## config.mk

```make
export PLATFORM = sky130hd
export DESIGN_NAME = bomb_ctrl
export DESIGN_NICKNAME = d
export VERILOG_FILES = /design/src/rtl/bomb_ctrl.sv
export SDC_FILE = /design/constraint.sdc
export NUM_CORES = 1
export LEC_CHECK = 0
export CORE_MARGIN = 2
export CORE_UTILIZATION = 70
export CTS_BUF_LIST = sky130_fd_sc_hd__clkbuf_2
export CTS_CLUSTER_DIAMETER = 200
export DETAILED_ROUTE_END_ITERATION = 10
export DONT_BUFFER_PORTS = 1
export GPL_ROUTABILITY_DRIVEN = 1
export PLACE_DENSITY = 0.86
export SKIP_LAST_GASP = 1
export SLEW_MARGIN = 20
export SYNTH_ARGS = -nofsm -noshare
export SYNTH_HDL_FRONTEND = slang
export SYNTH_SLANG_ARGS = --single-unit
```

## constraint.sdc

```tcl
create_clock -name Clk -period 7.3 [get_ports Clk]
set_clock_uncertainty 0.2 [all_clocks]
set_input_delay 1.095 -clock Clk [delete_from_list [all_inputs] [get_ports Clk]]
set_output_delay 1.095 -clock Clk [all_outputs]
set_load 0.005 [all_outputs]
```

## src/rtl/bomb_ctrl.sv

```systemverilog
// -----------------------------------------------------------------------------
// bomb_ctrl -- game controller for a "defuse the bomb" puzzle.
//
// Arms on a start_btn rising edge, hands the puzzle module a fresh seed and
// rule-table select, then counts down from TIME_SEC seconds.  Each strike
// shortens every following second by a quarter.  The puzzle reports a solve
// (done), which defuses the bomb.  A third strike or reaching zero explodes it.
//
// Parameters:
//   CLK_HZ    clock cycles per game second
//   TIME_SEC  countdown start value in seconds (1..1023)
//   BEEP_CYC  beep pulse length in clock cycles (< CLK_HZ/2)
//
// Ports:
//   Clk         in   system clock, all logic on its rising edge
//   Rst_n       in   synchronous active-low reset
//   start_btn   in   debounced level, rising edge arms / returns to idle
//   wrong       in   toggle from the puzzle, each level change is one strike
//   corrtip     in   toggle from the puzzle, each level change is one stage cleared
//   done        in   level, high when the puzzle is solved
//   oseed       out  puzzle seed, six 2-bit color indices, MSB pair first
//   mod         out  rule-table select for the puzzle
//   wrong_time  out  strike count 0..2
//   time_left   out  remaining seconds
//   beep        out  buzzer enable
//   defused     out  game won
//   exploded    out  game lost
// -----------------------------------------------------------------------------
module bomb_ctrl #(
    parameter int CLK_HZ   = 1000,
    parameter int TIME_SEC = 300,
    parameter int BEEP_CYC = 100
) (
    input  logic        Clk,
    input  logic        Rst_n,
    input  logic        start_btn,
    input  logic        wrong,
    input  logic        corrtip,
    input  logic        done,
    output logic [11:0] oseed,
    output logic        mod,
    output logic [1:0]  wrong_time,
    output logic [9:0]  time_left,
    output logic        beep,
    output logic        defused,
    output logic        exploded
);

    localparam int PW = (CLK_HZ > 1) ? $clog2(CLK_HZ) : 1;
    localparam int BW = (BEEP_CYC > 0) ? $clog2(BEEP_CYC + 1) : 1;

    // Last prescaler value of a second for 0, 1 and 2 strikes.
    localparam logic [PW-1:0] LAST_0 = PW'(CLK_HZ - 1);
    localparam logic [PW-1:0] LAST_1 = PW'(CLK_HZ - CLK_HZ / 4 - 1);
    localparam logic [PW-1:0] LAST_2 = PW'(CLK_HZ - 2 * (CLK_HZ / 4) - 1);

    localparam logic [BW-1:0]  BEEP_LOAD = BW'(BEEP_CYC);
    localparam logic [9:0]     TIME_INIT = 10'(TIME_SEC);
    localparam logic [11:0]    LFSR_INIT = 12'hACE;

    localparam logic [2:0] S_IDLE     = 3'd0;
    localparam logic [2:0] S_ARM      = 3'd1;
    localparam logic [2:0] S_RUN      = 3'd2;
    localparam logic [2:0] S_DEFUSED  = 3'd3;
    localparam logic [2:0] S_EXPLODED = 3'd4;

    logic [2:0]    state_q, state_d;
    logic [11:0]   lfsr_q, lfsr_d;
    logic [11:0]   seed_q, seed_d;
    logic          mod_q, mod_d;
    logic [1:0]    wt_q, wt_d;
    logic [9:0]    tl_q, tl_d;
    logic [PW-1:0] presc_q, presc_d;
    logic [BW-1:0] beep_cnt_q, beep_cnt_d;

    // One-cycle-delayed input copies for edge / toggle detection.
    logic start_q, wrong_q, corr_q;

    logic          start_rise, wrong_tog, corr_tog;
    logic [PW-1:0] last_tick;
    logic          sec_wrap;

    assign start_rise = start_btn & ~start_q;
    assign wrong_tog  = wrong ^ wrong_q;
    assign corr_tog   = corrtip ^ corr_q;

    // x^12 + x^6 + x^4 + x + 1, shifting toward the MSB.
    assign lfsr_d = {lfsr_q[10:0], lfsr_q[11] ^ lfsr_q[5] ^ lfsr_q[3] ^ lfsr_q[0]};

    always_comb begin
        case (wt_q)
            2'd0:    last_tick = LAST_0;
            2'd1:    last_tick = LAST_1;
            default: last_tick = LAST_2;
        endcase
    end

    // ">=" rather than "==": a strike can shorten the second while the
    // prescaler is already past the new end point.
    assign sec_wrap = (presc_q >= last_tick);

    always_comb begin
        // NOTE: every signal gets a default first so no path leaves it unassigned (no latch).
        state_d    = state_q;
        seed_d     = seed_q;
        mod_d      = mod_q;
        wt_d       = wt_q;
        tl_d       = tl_q;
        presc_d    = presc_q;
        beep_cnt_d = '0;

        case (state_q)
            S_IDLE: begin
                if (start_rise) state_d = S_ARM;
            end
            S_ARM: begin
                seed_d  = lfsr_q;
                mod_d   = lfsr_q[0];
                wt_d    = 2'd0;
                tl_d    = TIME_INIT;
                presc_d = '0;
                state_d = S_RUN;
            end
            S_RUN: begin
                beep_cnt_d = (beep_cnt_q != '0) ? beep_cnt_q - 1'b1 : '0;
                if (corr_tog) beep_cnt_d = BEEP_LOAD;

                // Priority: solve, then third strike, then timeout.
                if (done) begin
                    state_d = S_DEFUSED;
                end else if (wrong_tog && wt_q == 2'd2) begin
                    state_d = S_EXPLODED;
                end else begin
                    if (wrong_tog) wt_d = wt_q + 2'd1;
                    if (sec_wrap) begin
                        presc_d    = '0;
                        beep_cnt_d = BEEP_LOAD;
                        if (tl_q != '0) tl_d = tl_q - 10'd1;
                        if (tl_q <= 10'd1) state_d = S_EXPLODED;
                    end else begin
                        presc_d = presc_q + 1'b1;
                    end
                end
            end
            S_DEFUSED, S_EXPLODED: begin
                if (start_rise) state_d = S_IDLE;
            end
            default: state_d = S_IDLE;
        endcase
    end

    always_ff @(posedge Clk) begin
        // NOTE: state registers use non-blocking assignments so every flop samples pre-edge values.
        if (!Rst_n) begin
            state_q    <= S_IDLE;
            lfsr_q     <= LFSR_INIT;
            seed_q     <= '0;
            mod_q      <= 1'b0;
            wt_q       <= 2'd0;
            tl_q       <= TIME_INIT;
            presc_q    <= '0;
            beep_cnt_q <= '0;
        end else begin
            state_q    <= state_d;
            lfsr_q     <= lfsr_d;
            seed_q     <= seed_d;
            mod_q      <= mod_d;
            wt_q       <= wt_d;
            tl_q       <= tl_d;
            presc_q    <= presc_d;
            beep_cnt_q <= beep_cnt_d;
        end
    end

    // NOTE: the history flops load the live input levels with or without
    // reset, so no reset branch is needed and no false edge follows reset.
    always_ff @(posedge Clk) begin
        start_q <= start_btn;
        wrong_q <= wrong;
        corr_q  <= corrtip;
    end

    assign oseed      = seed_q;
    assign mod        = mod_q;
    assign wrong_time = wt_q;
    assign time_left  = tl_q;
    assign beep       = (state_q == S_EXPLODED) | ((state_q == S_RUN) & (beep_cnt_q != '0));
    assign defused    = (state_q == S_DEFUSED);
    assign exploded   = (state_q == S_EXPLODED);

endmodule
```

==> results of run 1 <==
==> through the flow <==
stage          hold slack (ns)  std cells  cell area (µm²)  power, mW
2_1_floorplan           0.2107        304             2698     0.6193
3_3_place_gp            0.2197        342             2688     0.6549
3_5_place_dp            0.2226        342             2688     0.6629
4_1_cts                 0.2636        358             2848     0.9327
5_1_grt                 0.2925        358             2848     0.9862
6_report                0.2593        358             2848     0.9313
==> Yosys cell counts, drive strengths merged (3+ instances only) <==
library cell,instances
nand2,42
o31ai,3
nor2,23
ha,15
clkbuf,7
a21oi,24
or3,7
inv,12
and3,3
buf,3
o211ai,3
dfxtp,59
nand3,19
a31oi,3
and2,6
xnor2,9
nand2b,7
nor4,6
o22a,4
xor2,4
o21ai,11
==> final cells by class <==
type | count | area share
clock buffers | 9 | 0.01582
multi-input cells | 223 | 0.4921
well taps | 48 | 0.02109
inverters | 12 | 0.01582
flip-flops and latches | 59 | 0.4148
clock inverters | 7 | 0.04042
==> power by group through the flow <==
stage / Sequential, mW / Clock, mW / Combinational, mW
2_1_floorplan: 0.407 / 0 / 0.213
3_3_place_gp: 0.417 / 0 / 0.238
3_5_place_dp: 0.418 / 0 / 0.245
4_1_cts: 0.412 / 0.274 / 0.247
5_1_grt: 0.419 / 0.288 / 0.279
6_report: 0.411 / 0.272 / 0.248
==> how the worst max path moves through the flow <==
stage,slack (ns),start,cells after the start,end
6_report,4.07,beep_cnt_q[0],6,beep
2_1_floorplan,4.64,wrong,7,time_left[3]
3_5_place_dp,4.23,wrong_time[1],10,state_q[0]
4_1_cts,4.05,beep_cnt_q[0],6,beep
5_1_grt,3.93,beep_cnt_q[0],6,beep
3_3_place_gp,4.33,wrong_time[1],10,state_q[0]
==> metal layers <==
layer / global-route usage / up-vias / part of all wire
li1: - / 1067 / -
met1: 0.3621 / 1032 / 0.46
met2: 0.4113 / 61 / 0.46
met3: 0.07666 / 10 / 0.068
met4: 0.09184 / 0 / 0.013
met5: 0 / - / 0
==> worst reg2reg max path, delay by kind of cell (launching register included) <==
family          cells  cell delay (ns)
flops               1             0.44
simple gates        3             0.62
buf+inv             1             0.11
compound gates      3             0.93
mux                 1             0.23
fa+ha+maj           2             0.50
==> cell families (layout without fill, tap and decap cells) <==
family | after synthesis | after routing | synth area share
AO/OA/AOI/OAI | 62 | 62 | 0.1531
XOR/XNOR | 13 | 13 | 0.04221
adder cells (fa/ha/maj) | 15 | 15 | 0.06957
buffers and inverters | 22 | 28 | 0.04267
flip-flops | 59 | 59 | 0.4378
multiplexers | 2 | 2 | 0.007421
AND/OR/NAND/NOR | 131 | 131 | 0.2472
==> state kept, by name, summed over array words and instances (netlist names) <==
| signal | flops |
|---|---|
| state_q | 3 |
| lfsr_q | 12 |
| wrong_time | 2 |
| presc_q | 10 |
| wrong_q | 1 |
| oseed | 12 |
| beep_cnt_q | 7 |
| start_q | 1 |
| corr_q | 1 |
| time_left | 10 |
==> results.py, run 1 <==
metrics = {
    "outcome": {
        "status": "complete, no violations",
    },
    "grt": {
        "track_usage": 0.2680,
        "antenna_found_initial": 0,
        "grt_max_degree": 26,
        "grt_pass1_wl_um": 8942,
        "first_global_vias": 1991,
        "overflow": 0,
    },
    "setup_path": {
        "slowest_stage": "dfxtp_1",
        "reg2reg_to": "state_q[2]",
        "crit_path_start_kind": "flip-flop",
        "timing.rr.start": "wrong_time[0]",
        "crit_chain": "inv_1, ha_1, nand2_1, or3_1, nor2_1, o21bai_1",
        "rrSetupSlack_ns": 4.20,
        "worstPathRequired_ns": 6.00,
        "crit_path_end_kind": "output port",
        "crit_type": "flip-flop to output port",
        "slowest_delay_ns": 0.37,
        "reg2regPathDepth": 10,
        "cp_top_family": "simple AND/OR/NAND/NOR gates",
        "crit_fanout": 5,
        "crit_arrival_ns": 1.94,
        "cp_num_buf_inv": 1,
    },
    "detailed_routing": {
        "vias": 2170,
        "drt_iter0_markers": 110,
        "first_pass_iters": 4,
        "wl_um": 5248,
        "antenna_left": 0,
        "viasPerCell": 6.061,
        "drc": 0,
        "wl_per_cell_um": 14.66,
    },
    "floorplanning": {
        "die_h_um": 66.08,
        "die_x_um": 66.08,
        "ios": 34,
        "num_rows": 22,
        "die-area_um2": 4367,
        "start_util": 0.7313,
        "core-area_um2": 3689,
    },
    "pwr": {
        "p_leak_nw": 1.101,
        "pwr_density_cell_nw_per_um2": 327.0,
        "power.internal_mw": 0.6095,
        "p_comb_frac": 0.267,
        "pwr-share-seq": 0.442,
        "p_sw_frac": 0.3455,
        "power.switching_mw": 0.3218,
        "ir_drop_mv": 0.2065,
        "p_clk_frac": 0.292,
    },
    "synthesis": {
        "synth_area_leaders": "dfxtp_1, ha_1, nand2_1",
        "ys_warn_count": 0,
        "synth.net_count": 325,
        "netlist.area_leader.share": 0.4378,
        "synth_top_area_cell": "dfxtp_1",
        "seq_area_frac_synth": 0.4378,
        "synth_cell_types": 51,
        "synth-seq-cells": 59,
        "synth_edf_count": 0,
        "synth_cells": 304,
        "synth_area_um2": 2698,
        "avgSynthCellArea_um2": 8.874,
        "async_reset_ff_frac": 0,
        "yosys_most_used_dff": "dfxtp_1",
    },
    "hold_path": {
        "holdCritStartpoint": "lfsr_q[10]",
        "min_to": "lfsr_q[11]",
        "hold_class": "flip-flop to flip-flop",
        "hold_path_depth": 1,
    },
    "final_layout": {
        "drive_gt1_frac": 0.08065,
        "layout_commonest_cell": "dfxtp_1",
        "multiInputGateArea_um2": 1401,
        "final_nets": 326,
        "antenna_cells": 0,
        "filler_cell_count": 257,
        "seq_area_um2": 1181,
        "final_util": 0.7720,
        "synthToLayoutAreaGrowth_pct": 5.566,
        "final_cell_mix": "dfxtp_1, nand2_1, a21oi_1, nor2_1, nand3_1",
    },
    "clocking": {
        "worstSkewPairLatency_ns": 0.48,
        "clock_sinks": 59,
        "post-cts-setup-buffers": 0,
        "clock_path_buffers": 2,
        "cts_tree": "yes",
        "cts_htree_levels": 3,
        "cts_resized": 0,
        "cts_hold_buf": 0,
        "cts_buffers": 9,
        "path_clk_slew_ns": 0.17,
        "cts_root_buf": "clkbuf_2",
    },
    "sta": {
        "fin_crit_ns": 3.231,
        "drv_slew": 0,
        "setup_slack_ns": 4.069,
        "setup_viol": 0,
        "fmax_mhz": 309.5,
        "finalCritPeriodShare": 0.4426,
        "tns_ns": 0,
        "rsz0062_at_grt": "no",
        "finalHoldViolCount": 0,
        "relSlewSlack": 0.3315,
        "tightest_slew_ns": 0.9984,
    },
    "placed_design": {
        "gp_congestion": 0.7814,
        "pre_cts_slack_ns": 4.229,
        "portBuffers": 0,
        "dpl.hpwl_um": 3601,
    },
    "flow_run": {
        "cap_violations": 0,
    },
}
Note: power is estimated with default switching activity, not from simulation.
==> inputs of run 2 (changes only) <==
--- a/config.mk
+++ b/config.mk
@@ -6,13 +6,13 @@
 export NUM_CORES = 1
 export LEC_CHECK = 0
 export CORE_MARGIN = 2
-export CORE_UTILIZATION = 70
+export CORE_UTILIZATION = 65
 export CTS_BUF_LIST = sky130_fd_sc_hd__clkbuf_2
 export CTS_CLUSTER_DIAMETER = 200
 export DETAILED_ROUTE_END_ITERATION = 10
 export DONT_BUFFER_PORTS = 1
 export GPL_ROUTABILITY_DRIVEN = 1
-export PLACE_DENSITY = 0.86
+export PLACE_DENSITY = 0.81
 export SKIP_LAST_GASP = 1
 export SLEW_MARGIN = 20
 export SYNTH_ARGS = -nofsm -noshare
==> constraint.sdc (replaced) <==
create_clock -name Clk -period 3.2 [get_ports Clk]
set_clock_uncertainty 0.2 [all_clocks]
set_input_delay 0.48 -clock Clk [delete_from_list [all_inputs] [get_ports Clk]]
set_output_delay 0.48 -clock Clk [all_outputs]
set_load 0.005 [all_outputs]
==> results.py, run 2 (synthesis gave the netlist of run 1 again) <==
metrics = {
    "pwr": {
        "pwr_density_cell_nw_per_um2": 733.9,
        "power_mw": 2.151,
        "ir_drop_mv": 0.4558,
        "p_comb_frac": 0.274,
        "p_clk_frac": 0.288,
        "p_sw_frac": 0.3449,
        "power.internal_mw": 1.409,
        "pwr-share-seq": 0.438,
        "power.switching_mw": 0.7417,
        "p_leak_nw": 1.137,
    },
    "floorplanning": {
        "die_h_um": 68.42,
        "core-area_um2": 4000,
        "die_x_um": 68.42,
        "start_util": 0.6744,
        "die-area_um2": 4681,
        "num_rows": 23,
        "ios": 34,
    },
    "detailed_routing": {
        "viasPerCell": 5.986,
        "first_pass_iters": 4,
        "vias": 2197,
        "dr_wl_met3_um": 259,
        "topRoutingLayerUsed": "met4",
        "antenna_left": 0,
        "met1_length_um": 2597,
        "drt_iter0_markers": 80,
        "drc": 0,
        "wl_um": 5475,
        "wl_per_cell_um": 14.92,
        "dr_wl_met2_um": 2518,
    },
    "outcome": {
        "status": "complete, no violations",
    },
    "clocking": {
        "worstSkewPairLatency_ns": 0.49,
        "clock_path_buffers": 2,
        "cts_tree": "yes",
        "clock_sinks": 59,
        "cts_root_buf": "clkbuf_2",
        "cts_htree_levels": 3,
        "cts_buffers": 9,
        "path_clk_slew_ns": 0.17,
        "post-cts-setup-buffers": 0,
    },
    "grt": {
        "antenna_found_initial": 0,
        "grt_pass1_wl_um": 9094,
        "overflow": 0,
        "track_usage": 0.2649,
        "grt_max_degree": 22,
        "first_global_vias": 2015,
    },
    "setup_path": {
        "worstPathRequired_ns": 3.43,
        "crit_type": "flip-flop to flip-flop",
        "crit_start": "wrong_time[0]",
        "timing.rr.start": "wrong_time[0]",
        "crit_chain": "inv_1, ha_1, or2_2, ha_1, nand3_1, o22ai_1, o21a_1, o211ai_4, or4_1, nand3_1",
        "crit_arrival_ns": 3.15,
        "path_depth": 10,
        "crit_path_end_kind": "flip-flop",
        "crit_fanout": 15,
        "reg2regPathDepth": 10,
        "slowest_stage": "or4_1",
        "cp_num_buf_inv": 1,
        "slowest_delay_ns": 0.49,
        "cp_top_family": "simple AND/OR/NAND/NOR gates",
        "crit_path_start_kind": "flip-flop",
    },
    "sta": {
        "relSlewSlack": 0.5340,
        "finalCritPeriodShare": 0.9127,
        "setup_slack_ns": 0.2795,
        "tns_ns": 0,
        "finalHoldViolCount": 0,
        "rsz0062_at_grt": "no",
        "tightest_slew_ns": 0.6967,
        "fmax_mhz": 342.4,
        "fin_crit_ns": 2.921,
        "drv_slew": 0,
        "setup_viol": 0,
    },
    "final_layout": {
        "final_cell_mix": "dfxtp_1, nand2_1, a21oi_1, nor2_1, nand3_1",
        "final-instance-count-excl-fill": 367,
        "drive_gt1_frac": 0.09464,
        "postLayoutCellArea_um2": 2930,
        "antenna_cells": 0,
        "layout_commonest_cell": "dfxtp_1",
        "synthToLayoutAreaGrowth_pct": 8.627,
        "final_nets": 334,
    },
    "hold_path": {
        "hold_path_depth": 2,
        "hold_class": "input port to flip-flop",
        "holdCritStartpoint": "Rst_n",
    },
    "placed_design": {
        "pre_cts_slack_ns": 0.1626,
        "dpl_cell_area_um2": 2713,
        "dpl.hpwl_um": 3675,
        "portBuffers": 0,
        "gp_congestion": 0.7996,
        "dpl.cell_count": 347,
    },
    "flow_run": {
        "cap_violations": 0,
    },
}
[run 2: power by group through the flow]
stage,clock [mW],sequential (mW),combinational (mW)
finish,0.619,0.942,0.590
global route,0.662,0.960,0.654
CTS,0.628,0.940,0.581
detailed placement,0,0.957,0.568
global placement,0,0.953,0.561
floorplan,0,0.928,0.485
[run 2: metrics by stage]
| step | utilization | hold WS, ns |
|---|---|---|
| after global routing | 0.7326 | 0.05167 |
| final | 0.7326 | 0.04343 |
| after global placement | 0.6781 | 0.2171 |
| after floorplan | - | 0.2107 |
| after detailed placement | 0.6781 | 0.2249 |
| after CTS | 0.7307 | 0.01576 |
[run 2: area by class of cell]
| class | count | area, µm² |
|---|---|---|
| well taps | 50 | 62.56 |
| multi-input cells | 223 | 1409 |
| clock inverters | 6 | 115.1 |
| fillers | 320 | 1070 |
| repair buffers | 8 | 72.57 |
| flip-flops and latches | 59 | 1181 |
| clock buffers | 9 | 45.04 |
| inverters | 12 | 45.04 |
[run 2: per-layer routing]
metal	track usage	up-vias
met5	0	-
met4	0.1275	0
met3	0.07401	12
met2	0.3810	50
met1	0.3632	1048
li1	-	1087
[run 2: final timing paths]
path | endpoint | slack, ns
setup / recovery | time_left[5] | 0.28
hold / removal | beep_cnt_q[6] | 0.04
setup reg to reg | time_left[5] | 0.28
hold reg to reg | oseed[1] | 0.26
[run 2: worst register-to-register path: stages, from the launching register on]
cell and delay, ns:
dfxtp_1 0.44, inv_1 0.11, ha_1 0.20, or2_2 0.28
ha_1 0.29, nand3_1 0.06, o22ai_1 0.14, o21a_1 0.33
o211ai_4 0.21, or4_1 0.50, nand3_1 0.09
[run 2: what timing repair did]
action / in CTS / in global routing
gates resized for setup: 0 / 2
hold buffers: 5 / 0
endpoints found under the hold margin: 21 / 0
setup endpoints to repair: 0 / 4
==> inputs of run 3 (changes only) <==
--- a/config.mk
+++ b/config.mk
@@ -12,7 +12,7 @@
 export DETAILED_ROUTE_END_ITERATION = 10
 export DONT_BUFFER_PORTS = 1
 export GPL_ROUTABILITY_DRIVEN = 1
-export PLACE_DENSITY = 0.81
+export PLACE_DENSITY_LB_ADDON = 0.25
 export SKIP_LAST_GASP = 1
 export SLEW_MARGIN = 20
 export SYNTH_ARGS = -nofsm -noshare
==> results.py, run 3 (synthesis gave the netlist of run 1 again) <==
metrics = {
    "detailed_routing": {
        "drt_iter0_markers": 160,
        "vias": 2172,
        "first_pass_iters": 4,
        "drc": 0,
        "viasPerCell": 5.886,
        "wl_um": 5451,
        "antenna_left": 0,
        "wl_per_cell_um": 14.77,
    },
    "flow_run": {
        "cap_violations": 0,
    },
    "clocking": {
        "cts_buffers": 9,
        "cts_htree_levels": 3,
        "cts_tree": "yes",
        "clock_path_buffers": 2,
        "path_clk_slew_ns": 0.20,
        "worstSkewPairLatency_ns": 0.50,
        "cts_root_buf": "clkbuf_2",
        "clock_sinks": 59,
    },
    "grt": {
        "grt_max_degree": 22,
        "first_global_vias": 1976,
        "antenna_found_initial": 0,
        "track_usage": 0.2679,
        "grt_pass1_wl_um": 9101,
        "overflow": 0,
    },
    "final_layout": {
        "multiInputGateArea_um2": 1406,
        "antenna_cells": 0,
        "seq_area_um2": 1181,
        "drive_gt1_frac": 0.09404,
        "final_nets": 335,
        "final_cell_mix": "dfxtp_1, nand2_1, a21oi_1, nor2_1, nand3_1",
        "filler_cell_count": 309,
        "final_util": 0.7310,
        "synthToLayoutAreaGrowth_pct": 8.395,
        "layout_commonest_cell": "dfxtp_1",
    },
    "floorplanning": {
        "die_x_um": 68.42,
        "die_h_um": 68.42,
        "ios": 34,
        "num_rows": 23,
        "core-area_um2": 4000,
        "start_util": 0.6744,
        "die-area_um2": 4681,
    },
    "placed_design": {
        "gp_congestion": 0.8875,
        "pre_cts_slack_ns": 0.3029,
        "portBuffers": 0,
        "dpl.hpwl_um": 3619,
    },
    "setup_path": {
        "crit_type": "flip-flop to flip-flop",
        "crit_fanout": 15,
        "crit_path_start_kind": "flip-flop",
        "crit_arrival_ns": 3.22,
        "crit_path_end_kind": "flip-flop",
        "worstPathRequired_ns": 3.43,
        "rrSetupSlack_ns": 0.21,
    },
    "pwr": {
        "p_leak_nw": 1.133,
        "ir_drop_mv": 0.7404,
        "power_mw": 2.109,
        "pwr_density_cell_nw_per_um2": 721.4,
    },
    "sta": {
        "finalCritPeriodShare": 0.9356,
        "fin_crit_ns": 2.994,
        "setup_viol": 0,
        "setup_slack_ns": 0.2062,
        "rsz0062_at_grt": "no",
        "drv_slew": 0,
        "hold_slack_ns": 0.04133,
        "tns_ns": 0,
        "finalHoldViolCount": 0,
        "relSlewSlack": 0.4946,
        "tightest_slew_ns": 0.7555,
        "fmax_mhz": 334.0,
    },
    "outcome": {
        "status": "complete, no violations",
    },
    "hold_path": {
        "hold_class": "input port to flip-flop",
    },
}
==> run 3: stage by stage <==
stage | cells | instance area [µm²]
2_1_floorplan | 304 | 2698
3_3_place_gp | 347 | 2713
3_5_place_dp | 347 | 2713
4_1_cts | 368 | 2909
5_1_grt | 369 | 2924
6_report | 369 | 2924
==> run 3: critical path, cell delays in order (launching register included) <==
cell      delay (ns)
dfxtp_1         0.46
inv_1           0.11
ha_1            0.19
or2_2           0.31
ha_1            0.29
nand3_1         0.07
o22ai_1         0.15
o21a_1          0.35
o211ai_4        0.21
or4_1           0.50
nand3_1         0.09
==> run 3: worst paths after layout <==
check        cells past startpoint            end           from
max                             10   time_left[5]  wrong_time[1]
min                              3  wrong_time[1]          Rst_n
max reg2reg                     10   time_left[5]  wrong_time[1]
min reg2reg                      1      lfsr_q[9]      lfsr_q[8]
==> run 3: cell type report <==
| type | instances | share of cell area |
|---|---|---|
| multi-input combinational | 223 | 0.4810 |
| sequential | 59 | 0.4039 |
| clock inverter | 7 | 0.03466 |
| timing repair buffer | 9 | 0.02824 |
| tap | 50 | 0.02139 |
| clock buffer | 9 | 0.01540 |
| inverter | 12 | 0.01540 |
==> run 3: repair_timing <==
item                                    4_1_cts  5_1_grt
endpoints found under the hold margin        21        1
endpoints found under the setup margin        0        2
resized for setup                             0        1
setup buffers                                 0        0
hold buffers                                  5        1
==> run 3: power breakdown <==
part	internal, mW	leakage (nW)	switching, mW
Combinational	0.242	0.571	0.356
Clock	0.263	0.0787	0.304
Sequential	0.836	0.483	0.108
==> run 3: metal layers <==
| metal | GRT usage | vias up | share of wire |
|---|---|---|---|
| met2 | 0.3858 | 51 | 0.46 |
| met3 | 0.09539 | 9 | 0.064 |
| met5 | 0 | - | 0 |
| met4 | 0.1100 | 0 | 0.015 |
| li1 | - | 1089 | - |
| met1 | 0.3613 | 1023 | 0.46 |
